==> src/rtl/buck_pwm_ctrl.sv <==
// -----------------------------------------------------------------------------
// buck_pwm_ctrl
//   Fixed-frequency PWM controller for a buck converter gate drive. It has a
//   soft-start ramp, a duty clamp, a fault latch, and a configuration handshake
//   that applies a new period/duty only on a period boundary.
//
// Ports
//   clk, rst        : rising-edge clock, asynchronous active-high reset
//   en              : converter enable (level)
//   period_in       : requested period in clocks (clamped to >= 2 on apply)
//   duty_in         : requested on-time in clocks (clamped to DMAX_PCT % on apply)
//   cfg_valid       : configuration offer
//   cfg_ready       : configuration accept (low while a configuration is pending)
//   fault           : overcurrent flag, already synchronous to clk
//   fault_clr       : fault acknowledge pulse
//   ctrl            : registered gate drive, 1 = switch closed
//   cyc_start       : high for the clock in which the period counter is 0
//   state           : FSM state, IDLE=0 SOFTSTART=1 RUN=2 FAULT=3
//   duty_act        : on-time currently in effect
//
// Handshake: a transfer happens on any rising edge where cfg_valid and cfg_ready
// are both 1. cfg_valid may be raised regardless of cfg_ready. cfg_ready is 1
// exactly when the single pending slot is empty. The slot is drained on a
// period wrap, or on any edge while IDLE. The slot survives IDLE and FAULT.
// -----------------------------------------------------------------------------
module buck_pwm_ctrl #(
   parameter int CNT_W      = 16,
   parameter int PERIOD_RST = 1000,
   parameter int DUTY_RST   = 500,
   parameter int DMAX_PCT   = 90,
   parameter int SS_STEP    = 10
) (
   input  logic             clk,
   input  logic             rst,
   input  logic             en,
   input  logic [CNT_W-1:0] period_in,
   input  logic [CNT_W-1:0] duty_in,
   input  logic             cfg_valid,
   output logic             cfg_ready,
   input  logic             fault,
   input  logic             fault_clr,
   output logic             ctrl,
   output logic             cyc_start,
   output logic [1:0]       state,
   output logic [CNT_W-1:0] duty_act
);

   typedef enum logic [1:0] {
      ST_IDLE  = 2'd0,
      ST_SOFT  = 2'd1,
      ST_RUN   = 2'd2,
      ST_FAULT = 2'd3
   } state_t;

   // Reset-time operating point, clamped with the same rules as a runtime apply.
   localparam int PER_RST_CL = (PERIOD_RST < 2) ? 2 : PERIOD_RST;
   localparam int DMAX_RST   = (PER_RST_CL * DMAX_PCT) / 100;
   localparam int TGT_RST    = (DUTY_RST < DMAX_RST) ? DUTY_RST : DMAX_RST;

   localparam logic [CNT_W-1:0]   PER_RST_V = CNT_W'(PER_RST_CL);
   localparam logic [CNT_W-1:0]   TGT_RST_V = CNT_W'(TGT_RST);
   localparam logic [2*CNT_W-1:0] DMAX_W    = (2*CNT_W)'(DMAX_PCT);
   localparam logic [2*CNT_W-1:0] HUND_W    = (2*CNT_W)'(100);
   localparam logic [CNT_W:0]     SS_W      = (CNT_W+1)'(SS_STEP);

   state_t           state_q, state_d;
   logic [CNT_W-1:0] cnt_q, cnt_d;
   logic             ctrl_q, ctrl_d;
   logic [CNT_W-1:0] duty_q, duty_d;
   logic [CNT_W-1:0] per_q, per_d;
   logic [CNT_W-1:0] tgt_q, tgt_d;
   logic             pend_q, pend_d;
   logic [CNT_W-1:0] pend_per_q, pend_per_d;
   logic [CNT_W-1:0] pend_duty_q, pend_duty_d;

   logic             running;
   logic             wrap;
   logic             apply_en;
   logic [CNT_W-1:0] clamp_per;
   logic [CNT_W-1:0] clamp_dmax;
   logic [CNT_W-1:0] clamp_tgt;
   logic [CNT_W:0]   ss_sum;

   always_comb begin
      running = (state_q == ST_SOFT) || (state_q == ST_RUN);
      wrap    = running && (cnt_q == (per_q - CNT_W'(1)));

      // Clamp the pending request at apply time. The product uses a
      // double-width intermediate so that per*DMAX_PCT cannot overflow.
      clamp_per  = (pend_per_q < CNT_W'(2)) ? CNT_W'(2) : pend_per_q;
      clamp_dmax = CNT_W'(({{CNT_W{1'b0}}, clamp_per} * DMAX_W) / HUND_W);
      clamp_tgt  = (pend_duty_q < clamp_dmax) ? pend_duty_q : clamp_dmax;

      // Fault blocks an apply. Dropping en mid-period also blocks it: the
      // slot is then drained on the next edge spent in IDLE.
      apply_en = pend_q && !fault &&
                 ((state_q == ST_IDLE) || (running && en && wrap));

      per_d       = apply_en ? clamp_per : per_q;
      tgt_d       = apply_en ? clamp_tgt : tgt_q;
      pend_d      = apply_en ? 1'b0 : pend_q;
      pend_per_d  = pend_per_q;
      pend_duty_d = pend_duty_q;

      state_d = state_q;
      cnt_d   = '0;
      duty_d  = '0;
      ss_sum  = {1'b0, duty_q} + SS_W;

      if (fault) begin
         state_d = ST_FAULT;
      end else begin
         case (state_q)
            ST_IDLE: begin
               if (en) state_d = ST_SOFT;
            end
            ST_FAULT: begin
               if (fault_clr) state_d = ST_IDLE;
            end
            default: begin
               if (!en) begin
                  state_d = ST_IDLE;
               end else if (wrap) begin
                  if (state_q == ST_SOFT) begin
                     // Ramp toward the newly applied target. A target lowered
                     // below the ramp lands on it at once and ends the ramp.
                     duty_d = (ss_sum < {1'b0, tgt_d}) ? ss_sum[CNT_W-1:0] : tgt_d;
                     if (duty_d == tgt_d) state_d = ST_RUN;
                  end else begin
                     duty_d = tgt_d;
                  end
               end else begin
                  cnt_d  = cnt_q + CNT_W'(1);
                  duty_d = duty_q;
               end
            end
         endcase
      end

      // ctrl is decided from the values being loaded on this edge, so a new
      // period starts with its own on-time.
      ctrl_d = ((state_d == ST_SOFT) || (state_d == ST_RUN)) && (cnt_d < duty_d);

      // A capture needs an empty slot and an apply needs a full one, so the
      // two never happen on the same edge.
      if (cfg_valid && !pend_q) begin
         pend_d      = 1'b1;
         pend_per_d  = period_in;
         pend_duty_d = duty_in;
      end
   end

   always_ff @(posedge clk or posedge rst) begin
      if (rst) begin
         state_q     <= ST_IDLE;
         cnt_q       <= '0;
         ctrl_q      <= 1'b0;
         duty_q      <= '0;
         per_q       <= PER_RST_V;
         tgt_q       <= TGT_RST_V;
         pend_q      <= 1'b0;
         pend_per_q  <= '0;
         pend_duty_q <= '0;
      end else begin
         state_q     <= state_d;
         cnt_q       <= cnt_d;
         ctrl_q      <= ctrl_d;
         duty_q      <= duty_d;
         per_q       <= per_d;
         tgt_q       <= tgt_d;
         pend_q      <= pend_d;
         pend_per_q  <= pend_per_d;
         pend_duty_q <= pend_duty_d;
      end
   end

   assign ctrl      = ctrl_q;
   assign cyc_start = running && (cnt_q == '0);
   assign state     = state_q;
   assign duty_act  = duty_q;
   assign cfg_ready = !pend_q;

endmodule
==> config.mk <==
export PLATFORM = sky130hd
export DESIGN_NAME = buck_pwm_ctrl
export DESIGN_NICKNAME = d
export VERILOG_FILES = /design/src/rtl/buck_pwm_ctrl.sv
export SDC_FILE = /design/constraint.sdc
export NUM_CORES = 1
export LEC_CHECK = 0
export ABC_AREA = 1
export CAP_MARGIN = 20
export CORE_MARGIN = 5
export CORE_UTILIZATION = 45
export DETAILED_ROUTE_END_ITERATION = 8
export DONT_BUFFER_PORTS = 1
export PLACE_DENSITY_LB_ADDON = 0.05
export SLEW_MARGIN = 40
export SYNTH_ARGS = -nofsm -noshare
export SYNTH_HDL_FRONTEND = slang
export SYNTH_SLANG_ARGS = --single-unit
==> constraint.sdc <==
create_clock -name clk -period 13.7 [get_ports clk]
set_input_delay 2.74 -clock clk [delete_from_list [all_inputs] [get_ports clk]]
set_output_delay 2.74 -clock clk [all_outputs]
set_load 0.05 [all_outputs]
== Yosys cells after proc, flatten, opt, wreduce, memory -nomap -nowiden ==
Cells that the tools add are included.
Word-level totals
  register bits: 100
  input port bits: 38
  output and inout bits: 21
  word-level logic and storage cells: 65
Cells by class
  add/sub/neg operators: 3
  $mul: 1
  div/mod/pow operators: 1
  $lt $le $gt $ge: 4
  equal/unequal tests: 7
  muxes and demuxes: 23
  reduce and logical (&&, ||, !) cells: 17
Operators by type and width (number)
  16-bit 2-to-1 mux: 13
  23-bit by 7-bit divider with 32-bit output (second input constant): 1
  16-bit equality test: 2
  16-bit < comparator: 2
  16-bit by 6-bit multiplier with 22-bit output (second input constant): 1
  16-bit by 4-bit adder with 17-bit output (second input constant): 1
  17-bit by 16-bit < comparator with 1-bit output: 1
  16-bit by 1-bit adder with 16-bit output (second input constant): 1
  16-bit zero test: 1
  16-bit by 2-bit < comparator with 1-bit output (second input constant): 1
  16-bit by 1-bit subtractor with 16-bit output (second input constant): 1
  2-bit 2-to-1 mux: 7
  1-bit logical AND: 8
  2-bit equality test (second input constant): 3
  2-bit by 1-bit equality test with 1-bit output (second input constant): 2
  2-bit case mux with 2 select lines: 1
  1-bit logical OR: 3
  1-bit zero test: 2
  2-bit zero test: 1
  1-bit 2-to-1 mux: 2
  2-bit nonzero test: 1
  2-bit OR reduction: 1

== Longest topological paths before layout ==
  word-level depth: 19
  mapped depth: 147
  depth with buffers taken out: 145

== Worst setup path before layout ==
OpenSTA, ideal clock, no wires.
  kind: register to register
  start point: reg pend_per_q[11]
  end point: reg ctrl_q (netlist: ctrl)
  library setup time: 0.071 ns
  arrival: 13.265 ns
  data required time: 13.629 ns
  path slack: 0.364 ns
  stages on the path, launching flop included: 119
  path buffers: 4
  period minus slack after synthesis: 13.336 ns
  cell sequence: dfrtp_1 -> nor4_1 -> nand2_1 -> nor3_1 -> inv_1 -> nand2_1 -> inv_1 -> ha_1 -> ha_1 -> inv_1 -> fa_1 -> fa_1 -> inv_1 -> nand3_1 -> nand3_1 -> nand2_1 -> nand2_1 -> nand2_1 -> [83 not listed] -> nor4b_1 -> nand3_1 -> nor2_1 -> a21oi_2 -> buf_4 -> nand3_1 -> buf_2 -> inv_2 -> o211ai_1 -> nand2_1 -> ha_1 -> a21oi_1 -> o21ai_0 -> nand3_1 -> a21oi_1 -> a211oi_1 -> nand3_1 -> nor2_1
On the way
  cells in the longest elaborated chain, start to end: 19
  elaborated cells on any way between the ends: 26
  those cells by class: mul: 1; div: 1; order compare: 4; eq/ne: 3; mux: 15; reduce/logical: 2
Ends and longest elaborated chain
  from (decl): RTL line 73  | logic [CNT_W-1:0] pend_per_q, pend_per_d;
  from (signal assigned): RTL line 172  | pend_per_q <= pend_per_d;
  16-bit by 2-bit < comparator with 1-bit output (*): RTL line 90  | clamp_per = (pend_per_q < CNT_W'(2)) ? CNT_W'(2) : pend_per_q;
  16-bit 2-to-1 mux (*): RTL line 90
  net clamp_per[0]: RTL line 79  | logic [CNT_W-1:0] clamp_per;
  16-bit by 6-bit multiplier with 22-bit output (*): RTL line 91  | clamp_dmax = CNT_W'(({{CNT_W{1'b0}}, clamp_per} * DMAX_W) / HUND_W);
  23-bit by 7-bit divider with 32-bit output (*): RTL line 91
  16-bit < comparator: RTL line 92  | clamp_tgt = (pend_duty_q < clamp_dmax) ? pend_duty_q : clamp_dmax;
  16-bit 2-to-1 mux (*): RTL line 92
  16-bit 2-to-1 mux (*): RTL line 100  | tgt_d = apply_en ? clamp_tgt : tgt_q;
  [5 not listed]
  2-bit 2-to-1 mux: RTL line 123  | end else if (wrap) begin
  2-bit 2-to-1 mux: RTL line 121  | if (!en) begin
  2-bit case mux with 2 select lines: RTL line 113  | case (state_q)
  2-bit 2-to-1 mux: RTL line 110  | if (fault) begin
  2-bit by 1-bit equality test with 1-bit output / 2-bit equality test (equally long branches): RTL line 142  | ctrl_d = ((state_d == ST_SOFT) || (state_d == ST_RUN)) && (cnt_d < duty_d);
  1-bit logical OR: RTL line 142
  1-bit logical AND (*): RTL line 142
  net ctrl_d: RTL line 68  | logic ctrl_q, ctrl_d;
  to (signal assigned): RTL line 167  | ctrl_q <= ctrl_d;
  to (decl): RTL line 68
The timed path passes the listed nets; every way through them passes the cells marked *.
A chain may end at the register's enable or synchronous reset.

== Worst setup path after layout ==
  start point: reg pend_per_q[15]
  end point: reg ctrl_q (netlist: ctrl)
On the way
  elaborated cells on any way between the ends: 26
  those cells by class: mul: 1; div: 1; order compare: 4; eq/ne: 3; mux: 15; reduce/logical: 2
RTL lines
  16-bit by 2-bit < comparator with 1-bit output (*): RTL line 90
  16-bit 2-to-1 mux (*): RTL line 90
  net clamp_per[1]: RTL line 79
  16-bit by 6-bit multiplier with 22-bit output (*): RTL line 91
  23-bit by 7-bit divider with 32-bit output (*): RTL line 91
  16-bit < comparator: RTL line 92
  16-bit 2-to-1 mux (*): RTL line 92
  16-bit 2-to-1 mux (*): RTL line 100
  net tgt_d[1]: RTL line 71  | logic [CNT_W-1:0] tgt_q, tgt_d;
  [3 not listed]
  16-bit 2-to-1 mux (*): RTL line 123
  16-bit 2-to-1 mux (*): RTL line 121
  16-bit 2-to-1 mux (*): RTL line 113
  16-bit 2-to-1 mux (*): RTL line 110
  net duty_d[8]: RTL line 69  | logic [CNT_W-1:0] duty_q, duty_d;
  16-bit < comparator (*): RTL line 142
  1-bit logical AND (*): RTL line 142
  net ctrl_d: RTL line 68
Marked as above.

==> qor.csv <==
stage;metric;value;unit
status;status;complete, but fails checks;
status;failed_checks;setup timing;
cts;clkLatencyLatePin;0.37;ns
global_routing;use_met2;37.0;%
synth;synth_nets;1886;
cts;clockBufferDepth;2;
critical_path;start_kind;flip-flop;
global_routing;gr-usage-met3;2.94;%
layout;num-nets-final;2133;
critical_path;max_stage_delay;0.48;ns
die;num_rows;58;
detailed_routing;vias_per_cell;5.03;
detailed_routing;drc_errors;0;
min_path;hold_path.class;flip-flop to flip-flop;
critical_path;worstSetupEndpointType;flip-flop;
cts;ctsHoldBuffers;0;
synth;synth.area.top_cells;dfrtp_1, nand2_1, ha_1;
synth;syn-instance-count;1734;
cts;h-tree-depth;3;
die;core_area;25100;µm²
layout;drive_gt1_share;34.8;%
die;die_width;169;µm
critical_path;critPathKind;flip-flop to flip-flop;
layout;fillers;2324;
detailed_routing;drtIter0Drc;746;
global_routing;grt_pass1_wl;53500;µm
die;die_area;28600;µm²
timing;setup_violations;3;
critical_path;required;14.00;ns
die;start_util;45.4;%
timing;drv_slew;0;
placement;dp_hpwl;25400;µm
timing;timing.hold.ws;0.512;ns
detailed_routing;routed_wl;33300;µm
global_routing;antenna_found_initial;1;
synth;synth_top_area_share;19.3;%
detailed_routing;wire_per_inst;14.4;µm
synth;ys_ff_latch;100;
global_routing;grt-busiest-layer;met2;
timing;min_period;14.33;ns
synth;syn_avg_cell_area;6.58;µm²
layout;area_growth;37.0;%
layout;layout_commonest_cell;nand2_1;
synth;ys_async_sr_fraction;100;%
placement;io_buffers;0;
layout;layout.cells.most_common_list;nand2_1, inv_1, buf_4;
global_routing;gr-usage-met1;31.9;%
cts;cts_buffers;9;
cts;cts_sinks;100;
synth;synthFlopType;dfrtp_1;
detailed_routing;via_count;11651;
critical_path;crit_slowest_cell;fa_1;
critical_path;arrival;14.62;ns
synth;synth_area;11400;µm²
timing;timing.final.ws_setup;-0.630;ns
timing;fmax;69.8;MHz
die;ios;59;
global_routing;grt_max_degree;69;
timing;clock-skew-final;0.0130;ns
timing;rsz0062_at_grt;yes;
synth;synth-seq-area-share;22.1;%
global_routing;grt.overflow.total;0;
critical_path;crit_top_cell;nand2_4;
timing;hold_viol_final;0;
detailed_routing;firstDrtPassIters;5;
timing;worst_pin_slew;0.915;ns
detailed_routing;final_antenna_net_count;0;
timing;relSlewSlack;38.6;%
timing;period_share;105;%
die;fp.dieH;169;µm
global_routing;grt_pass1_vias;11002;
cts;clk_pin_slew;0.08;ns
run;cap_viol_max_count;0;
global_routing;track_usage;22.4;%
cts;cts_tree;done;
synth;yosysWarnings;0;
synth;yosysUniqueCellTypes;56;
placement;place_congestion;0.916;
critical_path;critPathMaxFanout;7;
cts;ctsRootBufferMaster;clkbuf_16;
synth;synth_edf_count;0;
synth;yosysTopAreaCell;dfrtp_1;
-- kinds of logic after synthesis --
| logic type | count (synthesis) | share of synthesized area, % |
|---|---|---|
| simple gates | 877 | 35.5 |
| fa+ha+maj | 114 | 13.8 |
| mux | 15 | 1.48 |
| flops | 100 | 22.1 |
| xor+xnor | 67 | 5.14 |
| compound gates | 192 | 9.63 |
| buf+inv | 369 | 12.4 |
-- worst max-delay path, delay by kind of cell, from the launching register on --
family,cells,cell delay [ns]
simple gates,94,9.15
buf+inv,16,1.60
fa+ha+maj,6,1.56
compound gates,11,1.12
flops,1,0.40
xor+xnor,2,0.32
-- layout make-up --
type | instances | area (µm²) | area share, %
Tap cell | 330 | 413 | 2.64
Clock buffer | 9 | 225 | 1.44
Timing Repair Buffer | 274 | 2130 | 13.6
Multi-Input combinational cell | 1266 | 8980 | 57.5
Inverter | 330 | 1260 | 8.09
Clock inverter | 7 | 93.8 | 0.600
Antenna cell | 1 | 2.50 | 0.0160
Sequential cell | 100 | 2520 | 16.1
-- path summary, 6_finish.rpt --
path / startpoint / end / slack [ns] / cells past startpoint
max: pend_per_q[15]$_DFFE_PP0P_ / ctrl$_DFF_PP0_ / -0.63 / 129
min: per_q[15]$_DFFE_PP0P_ / per_q[15]$_DFFE_PP0P_ / 0.51 / 2
max reg2reg: pend_per_q[15]$_DFFE_PP0P_ / ctrl$_DFF_PP0_ / -0.63 / 129
min reg2reg: per_q[15]$_DFFE_PP0P_ / per_q[15]$_DFFE_PP0P_ / 0.51 / 2
max in group asynchronous: rst / duty_act[3]$_DFF_PP0_ / 10.46 / 2
min in group asynchronous: rst / ctrl$_DFF_PP0_ / 2.24 / 1
-- Yosys cell counts (all sizes together) (2+ instances only) --
cell type / number
xor2: 41
nor3: 22
nor4: 10
nor3b: 4
a211oi: 8
dfstp: 12
nand4: 44
buf: 13
a31oi: 7
nand3b: 5
a21oi: 78
clkbuf: 26
dfrtp: 88
a31o: 2
o211ai: 12
or2: 11
clkinv: 8
nand3: 131
fa: 19
nand2: 493
a21o: 3
xnor2: 26
o21bai: 2
inv: 322
o21ai: 74
nor2: 153
mux2: 15
ha: 95
-- through the flow --
step	instance area [µm²]	std cells	utilization, %	setup TNS, ns	worst slack, ns
2_1_floorplan	11400	1734	-	0	0.364
3_3_place_gp	13100	2220	52.2	-1.20	-0.897
3_5_place_dp	13100	2220	52.3	-3.69	-1.09
4_1_cts	14400	2283	57.4	-0.459	-0.459
5_1_grt	15600	2317	62.2	-15.76	-1.71
6_report	15600	2317	62.2	-0.850	-0.630
-- registers in the layout, indices dropped and copies added, names as in the netlist --
register     cells
pend_q           1
state            2
tgt_q           16
duty_act        16
ctrl             1
per_q           16
pend_duty_q     16
pend_per_q      16
cnt_q           16
-- routing by layer --
| metal | part of all wire (%) | vias up | wire, µm |
|---|---|---|---|
| met3 | 3.9 | 30 | 1300 |
| met4 | 1.1 | 0 | 376 |
| met2 | 48 | 199 | 15800 |
| met1 | 47 | 5416 | 15800 |
| met5 | 0 | - | 0 |
| li1 | - | 6006 | - |
-- what timing repair did --
item	in CTS	in global routing
pin swaps	82	175
setup endpoints to repair	17	20
gates resized for setup	147	221
buffers inserted	46	33
gates cloned	1	0
Power is left out: the tool's default activity adds up to more than one toggle a clock period on the data nets, which glitch-free logic cannot reach.
